**src/rtl/img_pkg.sv**
```systemverilog
// Shared image-pipeline definitions: FSM states, pixel geometry, grayscale helper.
package img_pkg;

  typedef enum logic [2:0] {IDLE, RD0, RD1, RD2, WR, STEP_X, STEP_Y, DONE} state_t;

  localparam int BYTES_PER_PIXEL = 3;

  // Weighted 1/2/1 channel sum, scaled to 8 bits and inverted so ink becomes bright.
  function automatic logic [7:0] gray8(input logic [7:0] c0, input logic [7:0] c1,
                                       input logic [7:0] c2);
    logic [9:0] sum;
    sum = {2'b00, c0} + {1'b0, c1, 1'b0} + {2'b00, c2};
    return 8'd255 - sum[9:2];
  endfunction

endpackage

```
**src/rtl/nn_stepper.sv**
```systemverilog
// One axis of the nearest-neighbour mapper: source coordinate (quotient) plus
// remainder, advanced by adding the box span and reduced one LIMIT per cycle.
module nn_stepper #(
  parameter int LIMIT = 28
) (
  input  logic        clk,
  input  logic        rst_n,
  input  logic        load,
  input  logic [15:0] base,
  input  logic        add,
  input  logic [15:0] span,
  input  logic        sub,
  output logic [15:0] q,
  output logic        busy
);

  logic [15:0] q_reg;
  logic [15:0] r_reg;

  // Load restarts the axis; add/sub move the remainder, sub also bumps the coordinate.
  always_ff @(posedge clk) begin
    if (!rst_n) begin
      q_reg <= '0;
      r_reg <= '0;
    end else if (load) begin
      q_reg <= base;
      r_reg <= '0;
    end else if (add) begin
      r_reg <= r_reg + span;
    end else if (sub) begin
      r_reg <= r_reg - 16'(LIMIT);
      q_reg <= q_reg + 16'd1;
    end
  end

  assign q    = q_reg;
  assign busy = (r_reg >= 16'(LIMIT));

endmodule

```
**src/rtl/crop_resample.sv**
```systemverilog
// Crops the reported bounding box out of a bottom-up 24-bit BMP memory, converts
// to inverted grayscale and nearest-neighbour resamples it to an OUT_W x OUT_H grid.
module crop_resample
  import img_pkg::*;
#(
  parameter int WIDTH  = 100,
  parameter int HEIGHT = 100,
  parameter int OUT_W  = 28,
  parameter int OUT_H  = 28
) (
  input  logic        clk,
  input  logic        rst_n,
  input  logic        start,
  output logic        done,
  input  logic [15:0] xMin,
  input  logic [15:0] xMax,
  input  logic [15:0] yMin,
  input  logic [15:0] yMax,
  output logic [31:0] addr,
  input  logic [15:0] rddata,
  output logic [15:0] wraddr,
  output logic [7:0]  wrdata,
  output logic        wren
);

  state_t state_reg, state_next;

  logic [15:0] ox_reg, oy_reg, idx_reg;
  logic [15:0] bx0_reg, box_w_reg, box_h_reg;
  logic        empty_reg;
  logic [7:0]  c0_reg, c1_reg, pix_reg;
  logic [31:0] addr_hold_reg;

  logic [15:0] xmax_c, ymax_c, box_w_in, box_h_in;
  logic        box_empty, accept, last_pix, row_end;
  logic        x_load, x_add, x_sub, x_busy;
  logic        y_load, y_add, y_sub, y_busy;
  logic [15:0] x_base, sx, sy;
  logic [31:0] pix_addr;
  logic        unused_hi;

  assign unused_hi = ^rddata[15:8];

  // Box geometry from the raw inputs, with the far edges clamped into the image.
  always_comb begin
    xmax_c    = (xMax > 16'(WIDTH - 1))  ? 16'(WIDTH - 1)  : xMax;
    ymax_c    = (yMax > 16'(HEIGHT - 1)) ? 16'(HEIGHT - 1) : yMax;
    box_empty = (xMin > xmax_c) || (yMin > ymax_c);
    // A zero span keeps remainders at 0 so every step state lasts one cycle.
    box_w_in  = box_empty ? 16'd0 : (xmax_c - xMin + 16'd1);
    box_h_in  = box_empty ? 16'd0 : (ymax_c - yMin + 16'd1);
  end

  assign accept   = start && ((state_reg == IDLE) || (state_reg == DONE));
  assign last_pix = (ox_reg == 16'(OUT_W - 1)) && (oy_reg == 16'(OUT_H - 1));
  assign row_end  = (ox_reg == 16'(OUT_W - 1));

  nn_stepper #(.LIMIT(OUT_W)) u_step_x (
    .clk(clk), .rst_n(rst_n), .load(x_load), .base(x_base), .add(x_add),
    .span(box_w_reg), .sub(x_sub), .q(sx), .busy(x_busy)
  );

  nn_stepper #(.LIMIT(OUT_H)) u_step_y (
    .clk(clk), .rst_n(rst_n), .load(y_load), .base(yMin), .add(y_add),
    .span(box_h_reg), .sub(y_sub), .q(sy), .busy(y_busy)
  );

  // State register.
  always_ff @(posedge clk) begin
    if (!rst_n) state_reg <= IDLE;
    else        state_reg <= state_next;
  end

  // Next-state logic and stepper control.
  always_comb begin
    state_next = state_reg;
    x_load = 1'b0; x_add = 1'b0; x_sub = 1'b0;
    y_load = 1'b0; y_add = 1'b0; y_sub = 1'b0;
    x_base = bx0_reg;
    case (state_reg)
      IDLE, DONE: begin
        if (start) begin
          x_load     = 1'b1;
          x_base     = xMin;
          y_load     = 1'b1;
          state_next = box_empty ? WR : RD0;
        end
      end
      RD0: state_next = RD1;
      RD1: state_next = RD2;
      RD2: state_next = WR;
      WR: begin
        if (last_pix) begin
          state_next = DONE;
        end else if (row_end) begin
          x_load     = 1'b1;
          y_add      = 1'b1;
          state_next = STEP_Y;
        end else begin
          x_add      = 1'b1;
          state_next = STEP_X;
        end
      end
      STEP_X: begin
        if (x_busy) x_sub = 1'b1;
        else        state_next = empty_reg ? WR : RD0;
      end
      STEP_Y: begin
        if (y_busy) y_sub = 1'b1;
        else        state_next = empty_reg ? WR : RD0;
      end
      default: state_next = IDLE;
    endcase
  end

  // Output-grid counters, latched box, channel capture and held address.
  always_ff @(posedge clk) begin
    if (!rst_n) begin
      ox_reg <= '0; oy_reg <= '0; idx_reg <= '0;
      bx0_reg <= '0; box_w_reg <= '0; box_h_reg <= '0; empty_reg <= 1'b0;
      c0_reg <= '0; c1_reg <= '0; pix_reg <= '0;
      addr_hold_reg <= '0;
    end else begin
      addr_hold_reg <= addr;
      if (accept) begin
        ox_reg    <= '0;
        oy_reg    <= '0;
        idx_reg   <= '0;
        bx0_reg   <= xMin;
        box_w_reg <= box_w_in;
        box_h_reg <= box_h_in;
        empty_reg <= box_empty;
      end
      if (state_reg == RD0) c0_reg  <= rddata[7:0];
      if (state_reg == RD1) c1_reg  <= rddata[7:0];
      if (state_reg == RD2) pix_reg <= gray8(c0_reg, c1_reg, rddata[7:0]);
      if ((state_reg == WR) && !last_pix) begin
        idx_reg <= idx_reg + 16'd1;
        if (row_end) begin
          ox_reg <= '0;
          oy_reg <= oy_reg + 16'd1;
        end else begin
          ox_reg <= ox_reg + 16'd1;
        end
      end
    end
  end

  // Byte address of the current source pixel; rows are stored bottom-up.
  always_comb begin
    pix_addr = (32'(HEIGHT - 1) - {16'd0, sy}) * 32'(WIDTH * BYTES_PER_PIXEL)
             + {16'd0, sx} * 32'(BYTES_PER_PIXEL);
    case (state_reg)
      RD0:     addr = pix_addr;
      RD1:     addr = pix_addr + 32'd1;
      RD2:     addr = pix_addr + 32'd2;
      default: addr = addr_hold_reg;
    endcase
  end

  assign done   = (state_reg == DONE);
  assign wren   = (state_reg == WR);
  assign wraddr = idx_reg;
  assign wrdata = (wren && !empty_reg) ? pix_reg : 8'd0;

endmodule

```
**config.mk**
```make
export PLATFORM = sky130hd
export DESIGN_NAME = crop_resample
export DESIGN_NICKNAME = d
export VERILOG_FILES = /design/src/rtl/img_pkg.sv /design/src/rtl/nn_stepper.sv /design/src/rtl/crop_resample.sv
export SDC_FILE = /design/constraint.sdc
export NUM_CORES = 1
export LEC_CHECK = 0
export CAP_MARGIN = 30
export CORE_MARGIN = 4
export CORE_UTILIZATION = 55
export DETAILED_ROUTE_END_ITERATION = 7
export MAX_ROUTING_LAYER = met4
export PLACE_DENSITY_LB_ADDON = 0.1
export SYNTH_ARGS = -nofsm -noshare
export SYNTH_HDL_FRONTEND = slang
export SYNTH_SLANG_ARGS = --single-unit
```
**constraint.sdc**
```tcl
create_clock -name clk -period 12 [get_ports clk]
set_clock_uncertainty 0.1 [all_clocks]
set_input_delay 2.4 -clock clk [delete_from_list [all_inputs] [get_ports clk]]
set_output_delay 2.4 -clock clk [all_outputs]
set_load 0.02 [all_outputs]
```
==> results <==
- The met2 usage in global routing is between 40% and 50%.
- The slowest stage of the critical path is the fa_1 cell.
- The run finished with clean final reports.
- The fraction of met1 tracks used by global routing is 33.69%.
- The layout filler cell count is roughly 3k.
- The depth of the worst register-to-register path is 29.
- STA classifies the critical path startpoint as a flop.
- The final max-slew violation count is 0.
- The simple-gate share of the synthesized area is about a fifth.
- TritonCTS built the clock tree.
- In the synthesized netlist, mux cells make up less than 1% of the area.
- After detailed routing, the average wire length per cell comes to about 16 um.
- For this design the top-level I/O count stands at between 100 and 150.
- Dividing the detail-routed via count by the number of cells gives slightly below 6.
- After clock tree synthesis, the clock-pin slew on the worst setup and hold paths is approximately 0.06 ns.
- The number of buffers and inverters on the critical path is 4.
- By count the netlist is led by a21oi_1, ha_1, nand2_1.
- For the worst setup path, the data required time is 9.50 ns.
- The HPWL after detailed placement is 37.72 mm.
- The most heavily used metal layer in global routing is met2.
- Setup repair after global routing left no endpoint under its margin.
- The global-route congestion overflow total is 0.
- Clock tree synthesis selected as its root buffer the cell clkbuf_16.
- The worst setup path is captured at an output pin.
- The hold slack is around 0.35 ns.
- In the final layout, flip-flops and latches occupy roughly 4400 um2.
- The final-layout setup total negative slack is 0 ns.
- The flip-flop count of the largest register, all copies and words added is 32.
- After the first detailed-routing iteration, the DRC count stood at 1028.
- The wire length after detailed routing is slightly below 50 mm.
- By area the synthesized netlist is led by dfxtp_1, ha_1, a21oi_1, fa_1, xnor2_1.
- The die boundary width is between 150 and 200 um.
- The cell count after synthesis is about 2.4k.
- The worst hold path was traced through 2 stages.
- The cell family with the largest share of critical-path delay is adder cells.
- Synthesis inferred between 200 and 250 register bits.
- Subtracting the final worst setup slack from the clock period gives about 11 ns.
- Each instance of the synthesized netlist takes up on average about 8 um2.
- The CTS buffer count is 27.
- The sequential-to-total area share from yosys stat is between 20% and 30%.
- For this run, design rule violations remaining after detail routing come to 0.
- Setup violations remaining at the end of the flow were counted as 0.
- The floorplan core area is 34540 um2.
- In this run the number of cells on the critical path is 30.
- The floorplan has around 70 rows.
- The worst slew slack as a fraction of its limit is a little over two fifths.
- The global-route wire length before repair is 81.27 mm.
- The most used flip-flop cell after synthesis is dfxtp_1.
- The count of flip-flops with a built-in enable after synthesis is 0.
- Of the cells placed in the final design, the portion with a size suffix greater than 1 is under 10%.
- Detailed routing inserted a total of between 15k and 20k vias.
- The synthesized cell area is 19300 um2.
- At the pin with the least slew margin, the transition time is between 0.8 and 0.9 ns.
- During placement, the flow inserted port buffers numbering 132.
- The kind of path behind the tightest hold check is flop to flop.
- The xor/xnor cell area share of the yosys netlist is 7.379%.
- The highest attainable clock frequency is approximately 0.09 GHz.
- In the global route stage, overall resource usage came out at 25.49%.
- For this run, the post-layout net count is around 2.9k.
- Clock tree synthesis found a total of 220 sinks.
- The die area is 38140 um2.
- The via count of the first global-routing pass was between 15k and 20k.
- The combinational family with the most area after synthesis is compound AO/OA/AOI/OAI gates.
- During synthesis, Yosys emitted a total of 0 warnings.
- CTS built an H-tree with a depth of 1.
- The highest cell delay on the worst timing path is 0.55 ns.
- Summing all multi-input logic gate instances after layout gives 14040 um2.
- The fraction of met3 tracks used by global routing is between 2 and 3%.
- The largest net degree at the start of global routing is 68.
- After synthesis, the share of flip-flops with an asynchronous set or reset is 0%.
- The maximum fanout encountered on the critical timing path is 10.
- The area growth from synthesis to layout is 14.30%.
- The synthesized netlist devotes between 20% and 30% of its cell area to adder and majority cells.
- The worst-case clock buffer depth is 3.
- The tool flagged a number of max-cap violations equal to 0.
- After clock tree synthesis, the flow added hold-fix buffers numbering 0.
- For the worst-skew pair, the clock arrives at the later sink with an insertion delay of roughly 0.56 ns.
- The data arrival time of the critical path is around 8.9 ns.
- In the post-synthesis netlist, the cell with the most instances is a21oi_1.
- The starting utilization of the core area is 55.86%.
- The number of antenna-violating nets in the routed design is 0.
- Routability-driven placement finished with a final weighted congestion of 0.9045.
- Measured along the y axis, the die boundary spans between 150 and 200 um.
- The number of endpoints with negative hold slack in the final report is 0.
- The path type of the worst setup path is flop to output pin.
- The synthesized netlist devotes between 20 and 25% of its cell area to compound gates.
- The cell type with the highest aggregate area in the netlist is dfxtp_1.
- The number of different library cells used by synthesis comes to between 100 and 150.
- The period utilization is a little over nine tenths.
- The share of synthesized area in the top cell type comes to a little under a quarter.
- The detailed-router iteration count before antenna repair is 5.
- The number of antenna violations at the first check in global routing is 1.
- By instance count, the cell type seen most on the critical path is ha_1.
## worst paths after layout
check	slack, ns	from	to
worst min-delay path	0.35	pix_reg[1]	pix_reg[1]
worst max-delay path	0.58	u_step_y.q[2]	addr[28]
worst min register to register	0.35	pix_reg[1]	pix_reg[1]
worst max register to register	3.91	u_step_y.q[2]	addr_hold_reg[30]
## area by class of cell
type / count / share of cell area, %
multi-input cells: 1939 / 63.66
well taps: 455 / 2.581
inverters: 177 / 3.018
clock buffers: 39 / 3.585
flip-flops and latches: 220 / 19.97
repair buffers: 150 / 6.603
clock inverters: 10 / 0.5673
diodes: 1 / 0.01135
## metrics by stage
step	cell area, um2	utilization [%]	setup WS, ns	cells
global placement	21070	60.99	0.7084	2937
CTS	21980	63.64	0.06441	2986
detailed placement	21070	60.99	0.6292	2937
floorplan	19420	-	1.797	2427
global route	22060	63.85	0.01863	2991
finish	22060	63.85	0.5794	2991
## worst reg2reg max path, delay by kind of cell (launching register included)
kind / cells / cell delay (ns)
flip-flops: 1 / 0.47
AND/OR/NAND/NOR: 5 / 1.25
buffers and inverters: 3 / 0.19
adder cells (fa/ha/maj): 8 / 3.08
XOR/XNOR: 3 / 0.57
AO/OA/AOI/OAI: 10 / 2.30
## repair_timing
action / in CTS / in global routing
buffers inserted: 0 / 4
resized for setup: 0 / 8
endpoints found under the hold margin: 0 / 0
endpoints found under the setup margin: 0 / 14
## cell usage in the layout, fill, tap and decap left out, drive strengths merged, types with 57 or more instances in the layout
master,instances
dfxtp,220
o21ai,107
ha,228
nand3,69
nor3,57
clkdlybuf4s50,132
inv,178
nor2,188
a21oi,231
nand2,224
xnor2,103
## routing by layer
layer | wire length [um] | up-vias | part of all wire [%]
li1 | - | 8746 | -
met1 | 22280 | 8270 | 46
met2 | 22560 | 446 | 46
met3 | 2387 | 78 | 4.9
met4 | 1362 | 0 | 2.8
met5 | 0 | - | 0
## logic make-up (layout without fill, tap and decap cells)
logic type               after synthesis  count (layout)
adder cells (fa/ha/maj)              283             283
AND/OR/NAND/NOR                      792             792
AO/OA/AOI/OAI                        660             660
multiplexers                          13              13
buffers and inverters                268             376
flip-flops                           220             220
other                                  2              35
XOR/XNOR                             157             157
Power is left out: the tool's default activity adds up to more than one toggle a clock period on the data nets, which glitch-free logic cannot reach.
